`src/rtl/sha256_mb_core.sv`:
```
// rtl/sha256_mb_core.sv - multi-block SHA-256 compression engine with chained hash state
//
// Accepts pre-padded 512-bit blocks, runs ROUNDS_PER_CYCLE rounds per clock,
// chains H0..H7 across the blocks of a message and returns the digest.
// Ports:
//   clk, reset (async, active-low)
//   blk_valid/blk_ready/blk_data/blk_first/blk_last : block input handshake
//   iv_in      : external IV {H0..H7}, used when USE_EXT_IV=1
//   dig_valid/dig_ready/digest : digest output handshake, digest = {H0..H7}
//   busy       : high whenever the core is not idle
// Optional macro SHA256_MB_SHA224_EN adds input mode224 (SHA-224 IV, H7 forced to 0).
module sha256_mb_core #(
    parameter int ROUNDS_PER_CYCLE = 1,
    parameter int USE_EXT_IV       = 0
) (
    input  logic         clk,
    input  logic         reset,
    input  logic         blk_valid,
    output logic         blk_ready,
    input  logic [511:0] blk_data,
    input  logic         blk_first,
    input  logic         blk_last,
    input  logic [255:0] iv_in,
`ifdef SHA256_MB_SHA224_EN
    input  logic         mode224,
`endif
    output logic         dig_valid,
    input  logic         dig_ready,
    output logic [255:0] digest,
    output logic         busy
);
    localparam int R = ROUNDS_PER_CYCLE;

    generate
        if (!(R == 1 || R == 2 || R == 4)) begin : g_bad_rounds_per_cycle
            $error("sha256_mb_core: ROUNDS_PER_CYCLE must be 1, 2 or 4");
        end
    endgenerate

    typedef logic [31:0] word_t;
    typedef enum logic [1:0] {S_IDLE, S_ROUND, S_FINAL, S_OUT} state_t;

    localparam word_t K [64] = '{
        32'h428a2f98, 32'h71374491, 32'hb5c0fbcf, 32'he9b5dba5, 32'h3956c25b, 32'h59f111f1, 32'h923f82a4, 32'hab1c5ed5,
        32'hd807aa98, 32'h12835b01, 32'h243185be, 32'h550c7dc3, 32'h72be5d74, 32'h80deb1fe, 32'h9bdc06a7, 32'hc19bf174,
        32'he49b69c1, 32'hefbe4786, 32'h0fc19dc6, 32'h240ca1cc, 32'h2de92c6f, 32'h4a7484aa, 32'h5cb0a9dc, 32'h76f988da,
        32'h983e5152, 32'ha831c66d, 32'hb00327c8, 32'hbf597fc7, 32'hc6e00bf3, 32'hd5a79147, 32'h06ca6351, 32'h14292967,
        32'h27b70a85, 32'h2e1b2138, 32'h4d2c6dfc, 32'h53380d13, 32'h650a7354, 32'h766a0abb, 32'h81c2c92e, 32'h92722c85,
        32'ha2bfe8a1, 32'ha81a664b, 32'hc24b8b70, 32'hc76c51a3, 32'hd192e819, 32'hd6990624, 32'hf40e3585, 32'h106aa070,
        32'h19a4c116, 32'h1e376c08, 32'h2748774c, 32'h34b0bcb5, 32'h391c0cb3, 32'h4ed8aa4a, 32'h5b9cca4f, 32'h682e6ff3,
        32'h748f82ee, 32'h78a5636f, 32'h84c87814, 32'h8cc70208, 32'h90befffa, 32'ha4506ceb, 32'hbef9a3f7, 32'hc67178f2
    };

    localparam word_t IV256 [8] = '{
        32'h6a09e667, 32'hbb67ae85, 32'h3c6ef372, 32'ha54ff53a,
        32'h510e527f, 32'h9b05688c, 32'h1f83d9ab, 32'h5be0cd19
    };
`ifdef SHA256_MB_SHA224_EN
    localparam word_t IV224 [8] = '{
        32'hc1059ed8, 32'h367cd507, 32'h3070dd17, 32'hf70e5939,
        32'hffc00b31, 32'h68581511, 32'h64f98fa7, 32'hbefa4fa4
    };
`endif

    function automatic word_t rotr(input word_t x, input int n);
        return (x >> n) | (x << (32 - n));
    endfunction
    function automatic word_t bsig0(input word_t x); return rotr(x, 2) ^ rotr(x, 13) ^ rotr(x, 22); endfunction
    function automatic word_t bsig1(input word_t x); return rotr(x, 6) ^ rotr(x, 11) ^ rotr(x, 25); endfunction
    function automatic word_t ssig0(input word_t x); return rotr(x, 7) ^ rotr(x, 18) ^ (x >> 3); endfunction
    function automatic word_t ssig1(input word_t x); return rotr(x, 17) ^ rotr(x, 19) ^ (x >> 10); endfunction

    state_t     state;
    word_t      h_q [8];    // chain registers H0..H7
    word_t      v_q [8];    // working vars a..h
    word_t      w_q [16];   // w_q[0] is W[t] for the next round
    logic [6:0] cnt_q;
    logic       last_q;
`ifdef SHA256_MB_SHA224_EN
    logic       m224_q;
`endif

    word_t      iv_sel [8];
    word_t      v_nxt [8];
    word_t      w_nxt [16];
    word_t      t1, t2, nw;
    logic [5:0] kidx;
    logic [6:0] cnt_nxt;
    logic [255:0] sum_pk;

    always_comb begin
        for (int i = 0; i < 8; i++) begin
            iv_sel[i] = (USE_EXT_IV != 0) ? iv_in[255 - 32*i -: 32] : IV256[i];
        end
`ifdef SHA256_MB_SHA224_EN
        // SHA-224 overrides the external IV as well.
        if (mode224) begin
            for (int i = 0; i < 8; i++) iv_sel[i] = IV224[i];
        end
`endif
    end

    // R rounds chained combinationally; the schedule window slides one word per round.
    always_comb begin
        v_nxt = v_q;
        w_nxt = w_q;
        t1 = '0;
        t2 = '0;
        nw = '0;
        kidx = '0;
        for (int i = 0; i < R; i++) begin
            kidx = cnt_q[5:0] + 6'(i);
            t1 = v_nxt[7] + bsig1(v_nxt[4]) + ((v_nxt[4] & v_nxt[5]) ^ (~v_nxt[4] & v_nxt[6]))
               + K[kidx] + w_nxt[0];
            t2 = bsig0(v_nxt[0]) + ((v_nxt[0] & v_nxt[1]) ^ (v_nxt[0] & v_nxt[2]) ^ (v_nxt[1] & v_nxt[2]));
            nw = ssig1(w_nxt[14]) + w_nxt[9] + ssig0(w_nxt[1]) + w_nxt[0];
            for (int j = 7; j > 0; j--) v_nxt[j] = v_nxt[j-1];
            v_nxt[4] = v_nxt[4] + t1;
            v_nxt[0] = t1 + t2;
            for (int j = 0; j < 15; j++) w_nxt[j] = w_nxt[j+1];
            w_nxt[15] = nw;
        end
    end

    assign cnt_nxt = cnt_q + 7'(R);

    always_comb begin
        for (int i = 0; i < 8; i++) sum_pk[255 - 32*i -: 32] = h_q[i] + v_q[i];
`ifdef SHA256_MB_SHA224_EN
        if (m224_q) sum_pk[31:0] = '0;
`endif
    end

    always_ff @(posedge clk or negedge reset) begin
        if (!reset) begin
            state     <= S_IDLE;
            blk_ready <= 1'b0;
            dig_valid <= 1'b0;
            busy      <= 1'b0;
            digest    <= '0;
            cnt_q     <= '0;
            last_q    <= 1'b0;
`ifdef SHA256_MB_SHA224_EN
            m224_q    <= 1'b0;
`endif
            for (int i = 0; i < 8; i++) begin
                h_q[i] <= IV256[i];
                v_q[i] <= '0;
            end
            for (int j = 0; j < 16; j++) w_q[j] <= '0;
        end else begin
            case (state)
                S_IDLE: begin
                    if (blk_valid && blk_ready) begin
                        for (int j = 0; j < 16; j++) w_q[j] <= blk_data[511 - 32*j -: 32];
                        for (int i = 0; i < 8; i++) begin
                            v_q[i] <= blk_first ? iv_sel[i] : h_q[i];
                            if (blk_first) h_q[i] <= iv_sel[i];
                        end
`ifdef SHA256_MB_SHA224_EN
                        if (blk_first) m224_q <= mode224;
`endif
                        last_q    <= blk_last;
                        cnt_q     <= '0;
                        state     <= S_ROUND;
                        blk_ready <= 1'b0;
                        busy      <= 1'b1;
                    end else begin
                        blk_ready <= 1'b1;
                    end
                end
                S_ROUND: begin
                    v_q   <= v_nxt;
                    w_q   <= w_nxt;
                    cnt_q <= cnt_nxt;
                    if (cnt_nxt == 7'd64) state <= S_FINAL;
                end
                S_FINAL: begin
                    for (int i = 0; i < 8; i++) h_q[i] <= h_q[i] + v_q[i];
                    if (last_q) begin
                        digest    <= sum_pk;
                        dig_valid <= 1'b1;
                        state     <= S_OUT;
                    end else begin
                        state     <= S_IDLE;
                        blk_ready <= 1'b1;
                        busy      <= 1'b0;
                    end
                end
                S_OUT: begin
                    if (dig_ready) begin
                        dig_valid <= 1'b0;
                        state     <= S_IDLE;
                        blk_ready <= 1'b1;
                        busy      <= 1'b0;
                    end
                end
                default: state <= S_IDLE;
            endcase
        end
    end
endmodule

```
`config.mk`:
```
export PLATFORM = sky130hd
export DESIGN_NAME = sha256_mb_core
export DESIGN_NICKNAME = d
export VERILOG_FILES = /design/src/rtl/sha256_mb_core.sv
export SDC_FILE = /design/constraint.sdc
export NUM_CORES = 2
export LEC_CHECK = 0
export BUFFER_PORTS_ARGS = -buffer_cell sky130_fd_sc_hd__buf_4
export CORE_AREA = 2 2 405 407
export DETAILED_ROUTE_END_ITERATION = 8
export DIE_AREA = 0 0 407 409
export PLACE_DENSITY = 0.74
export SETUP_SLACK_MARGIN = 0.05
export SLEW_MARGIN = 20
export SYNTH_ARGS = -nofsm -noshare
export SYNTH_HDL_FRONTEND = slang
export SYNTH_SLANG_ARGS = --single-unit
```
`constraint.sdc`:
```
create_clock -name clk -period 7.7 [get_ports clk]
set_clock_uncertainty 0.1 [all_clocks]
set_input_delay 1.54 -clock clk [delete_from_list [all_inputs] [get_ports clk]]
set_output_delay 1.54 -clock clk [all_outputs]
set_load 0.05 [all_outputs]
```
==> summary.txt <==
Timing
  – Number of pins exceeding their max-slew limit in the final report: 0
  – Post-route clock period utilization: 98.37%
  – Max Fclk: 132.0 MHz
  – Final critical path time including I/O delays and setup: 7.574 ns
  – Final count of hold timing violations: 0
  – Worst Slack Setup Final: 0.1258 ns
  – Slew @ Worst Pin: between 1 and 1.5 ns
  – Hold Slack: 0.3766 ns
  – Count of final setup violators: 0
  – Slew margin rel.: 15.88%
  – RSZ-0062 raised after global routing: yes

Min path
  – HP Class: reg2reg

Place
  – Final weighted congestion in routability-driven placement: 1.011
  – DP Worst Slack: -0.3344 ns
  – Number of placed instances, taps included: between 10k and 15k
  – Post-detailed-placement half-perimeter wirelength: 256900 µm
  – Count of port buffers added during placement: 776
  – Dpl cell area: 92160 µm²

Pwr
  – Standby leakage power: about 47 nW
  – Power density of the placed cells: 149.8 nW/µm²
  – Max VDD drop: 210.8 µV

Critical path
  – Largest fanout on the critical path: 51
  – Kind of end point of the critical path: flip-flop
  – CP peak stage delay: 0.61 ns
  – Worst path required time: between 8 and 9 ns
  – CP max stage cell: sky130_fd_sc_hd__fa_1
  – Data arrival time of the critical path: slightly above 8 ns
  – Crit Path Category: reg2reg
  – Critical path startpoint category: flip-flop
  – Most prevalent standard cell on the critical path: sky130_fd_sc_hd__buf_4

Synth
  – Post-synth top area cell: sky130_fd_sc_hd__dfrtp_1
  – Synth warnings: 0
  – Net Count, Synth: 11.18k
  – Number of flops mapped to enable cells by yosys: 0
  – Post-synthesis async set-or-reset flop share: 100.0%
  – Area contributors post-synth: sky130_fd_sc_hd__dfrtp_1 35%, sky130_fd_sc_hd__nand2_1 8.2%, sky130_fd_sc_hd__ha_1 6.0%
  – List of most frequent post-synthesis cells: 1800 x sky130_fd_sc_hd__nand2_1, 1157 x sky130_fd_sc_hd__dfrtp_1, 1011 x sky130_fd_sc_hd__nor2_1
  – Post-Syn Area: 82180 µm²
  – Synth Flop Type: sky130_fd_sc_hd__dfrtp_1
  – Number of different library cells in the post-synthesis netlist: 91
  – Share of the yosys chip area belonging to registers: 39.58%
  – Gate count of the mapped netlist: roughly 9.8k
  – Per-instance average area after synthesis: 8.373 µm²
  – Leading cell type by number of instances after synthesis: sky130_fd_sc_hd__nand2_1
  – Fraction of post-synthesis cell area in the top cell type by area: 35.23%
  – Synth Register Bits: 1293

Floorplanning
  – Core footprint: 162000 µm²
  – Top-level port count: around 1.0k
  – Die height: slightly above 400 µm
  – Floorplan die width: 407 µm
  – Die Outline Area: 166500 µm²
  – Initial cell density of the core: between 50% and 60%
  – Std cell rows: 148

CTS
  – Clock-pin slew of the registers on the worst-case setup and hold paths: 0.06 ns
  – H-tree lvl count: 4
  – Number of buffers inserted during clock tree synthesis: 147
  – CTS tree: built
  – Number of buffers between clock root and the deepest sink: 3
  – Worst-Skew Late Latency: between 0.8 and 0.9 ns
  – Post-cts hold buffer count: 0
  – Clock net sink count: between 1k and 1.5k
  – Master cell of the clock root buffer: sky130_fd_sc_hd__clkbuf_16

Drt
  – Iter 0 DRT Violations: between 8k and 9k
  – DRC: 0
  – Wirelength per Cell: 26.18 µm
  – Final routed wirelength across all metal layers: 336700 µm
  – Pre-Repair DR Iteration Count: 8
  – Antenna violation net count after detailed routing: 0
  – Ratio of routed vias to standard cells: 6.033
  – Vias after detailed routing: slightly below 80k

Status
  – Result of the run: complete, no violations

Cells and area
  – Final core utilization: 60.33%
  – Final non-filler cell total: between 10k and 15k
  – Share of post-route cells with drive strength above 1: 16.93%
  – Fill cell total of the finished layout: ~14k
  – Final standard cell area without fillers: 97750 µm²
  – Final #Nets: ~12k
  – Synth-to-layout area growth: 18.95%

Global routing
  – Congestion Overflow GR: 0
  – Pin count of the biggest net entering global routing: 264
  – Via count of the first global-routing pass: 73.50k
  – Number of antenna violations at the first check in global routing: 43
  – Wire length of the first global-routing pass: 486500 µm
  – GRT Total Usage: 39.56%

Run
  – Max-capacitance violation count: 0
## metal layers
metal	up-vias	global-route usage, %	share of wire, %	wire length [µm]
met3	830	7.797	9.0	30160
met2	3779	60.25	45	150600
li1	34973	-	-	-
met5	-	0	0.069	231
met4	36	21.52	6.4	21420
met1	37970	52.96	40	134200
## cells by family (layout without fill, tap and decap cells)
logic type,Yosys count,after routing,synth area share (%)
fa+ha+maj,591,591,10.77
other cells,0,22,0
mux,52,52,0.7476
flops,1293,1293,39.58
xor+xnor,586,586,6.262
simple gates,3453,3453,17.44
buf+inv,1165,2014,5.321
compound gates,2675,2675,19.88
## final cells by class
type                       count  area [µm²]  area share [%]
inverter                     497        1868           1.911
sequential                  1293       32540           33.29
clock inverter                56       798.3          0.8166
timing repair buffer        1250        9769           9.994
multi-input combinational   7357       45820           46.87
antenna                       22       55.05         0.05632
tap                         2175        2721           2.784
clock buffer                 211        4180           4.276
## metrics by stage
step | total power [W] | setup TNS (ns)
after floorplan | 0.007019 | 0
after global placement | 0.007450 | -0.7051
after detailed placement | 0.007451 | -0.8629
after CTS | 0.01469 | 0
after global routing | 0.01499 | -0.5858
final | 0.01464 | 0
## where the power goes
group | leakage (nW) | internal [W] | total, W | switching, W
combinational | 29.4 | 0.000216 | 0.000535 | 0.000318
sequential | 15.2 | 0.00680 | 0.00680 | 0
clock | 2.42 | 0.00417 | 0.00731 | 0.00314
total | 47.0 | 0.0112 | 0.0146 | 0.00346
## state kept, by name, indices dropped and copies added, names as in the netlist
register,flops
w_q,32
v_nxt,192
last_q,1
h_q,256
w_nxt,480
dig_valid,1
digest,256
state,2
v_q,64
cnt_q,7
blk_ready,1
busy,1
## cells in the final DEF (no fill, tap or decap), types with 104 or more instances in the layout
cell type,count
sky130_fd_sc_hd__fa_1,193
sky130_fd_sc_hd__o31ai_1,128
sky130_fd_sc_hd__nor2_1,1004
sky130_fd_sc_hd__xor2_1,265
sky130_fd_sc_hd__a31oi_1,541
sky130_fd_sc_hd__nor3_1,175
sky130_fd_sc_hd__inv_1,484
sky130_fd_sc_hd__clkbuf_16,148
sky130_fd_sc_hd__dfrtp_1,1150
sky130_fd_sc_hd__xnor2_1,311
sky130_fd_sc_hd__ha_1,384
sky130_fd_sc_hd__a21oi_1,589
sky130_fd_sc_hd__dfstp_2,136
sky130_fd_sc_hd__nand2_1,1792
sky130_fd_sc_hd__a21o_1,176
sky130_fd_sc_hd__o21ai_0,713
sky130_fd_sc_hd__and3_1,104
sky130_fd_sc_hd__buf_4,1218
## worst paths after layout
kind	startpoint	depth (start not counted)	to	slack, ns
worst max-delay path	cnt_q[3]	34	v_nxt[222]	0.13
worst min-delay path	digest[52]	2	digest[52]	0.38
worst max register to register	cnt_q[3]	34	v_nxt[222]	0.13
worst min register to register	digest[52]	2	digest[52]	0.38
max in group asynchronous	reset	3	h_q[204]	5.17
min in group asynchronous	reset	1	h_q[116]	0.55
## repair_timing
action,CTS,global route
setup buffers,10,4
pin swaps,25,29
resized for setup,55,61
setup endpoints to repair,8,22
## critical path: cells and delay by family (launching register included)
kind	cells	cell delay [ns]
buffers and inverters	7	0.95
adders and majority gates	4	1.52
DFF	1	0.51
xor gates and xnor gates	1	0.17
and+or+nand+nor	9	1.86
AOI/OAI and AO/OA	13	2.29
No activity file was read; power rests on OpenSTA's default activity.
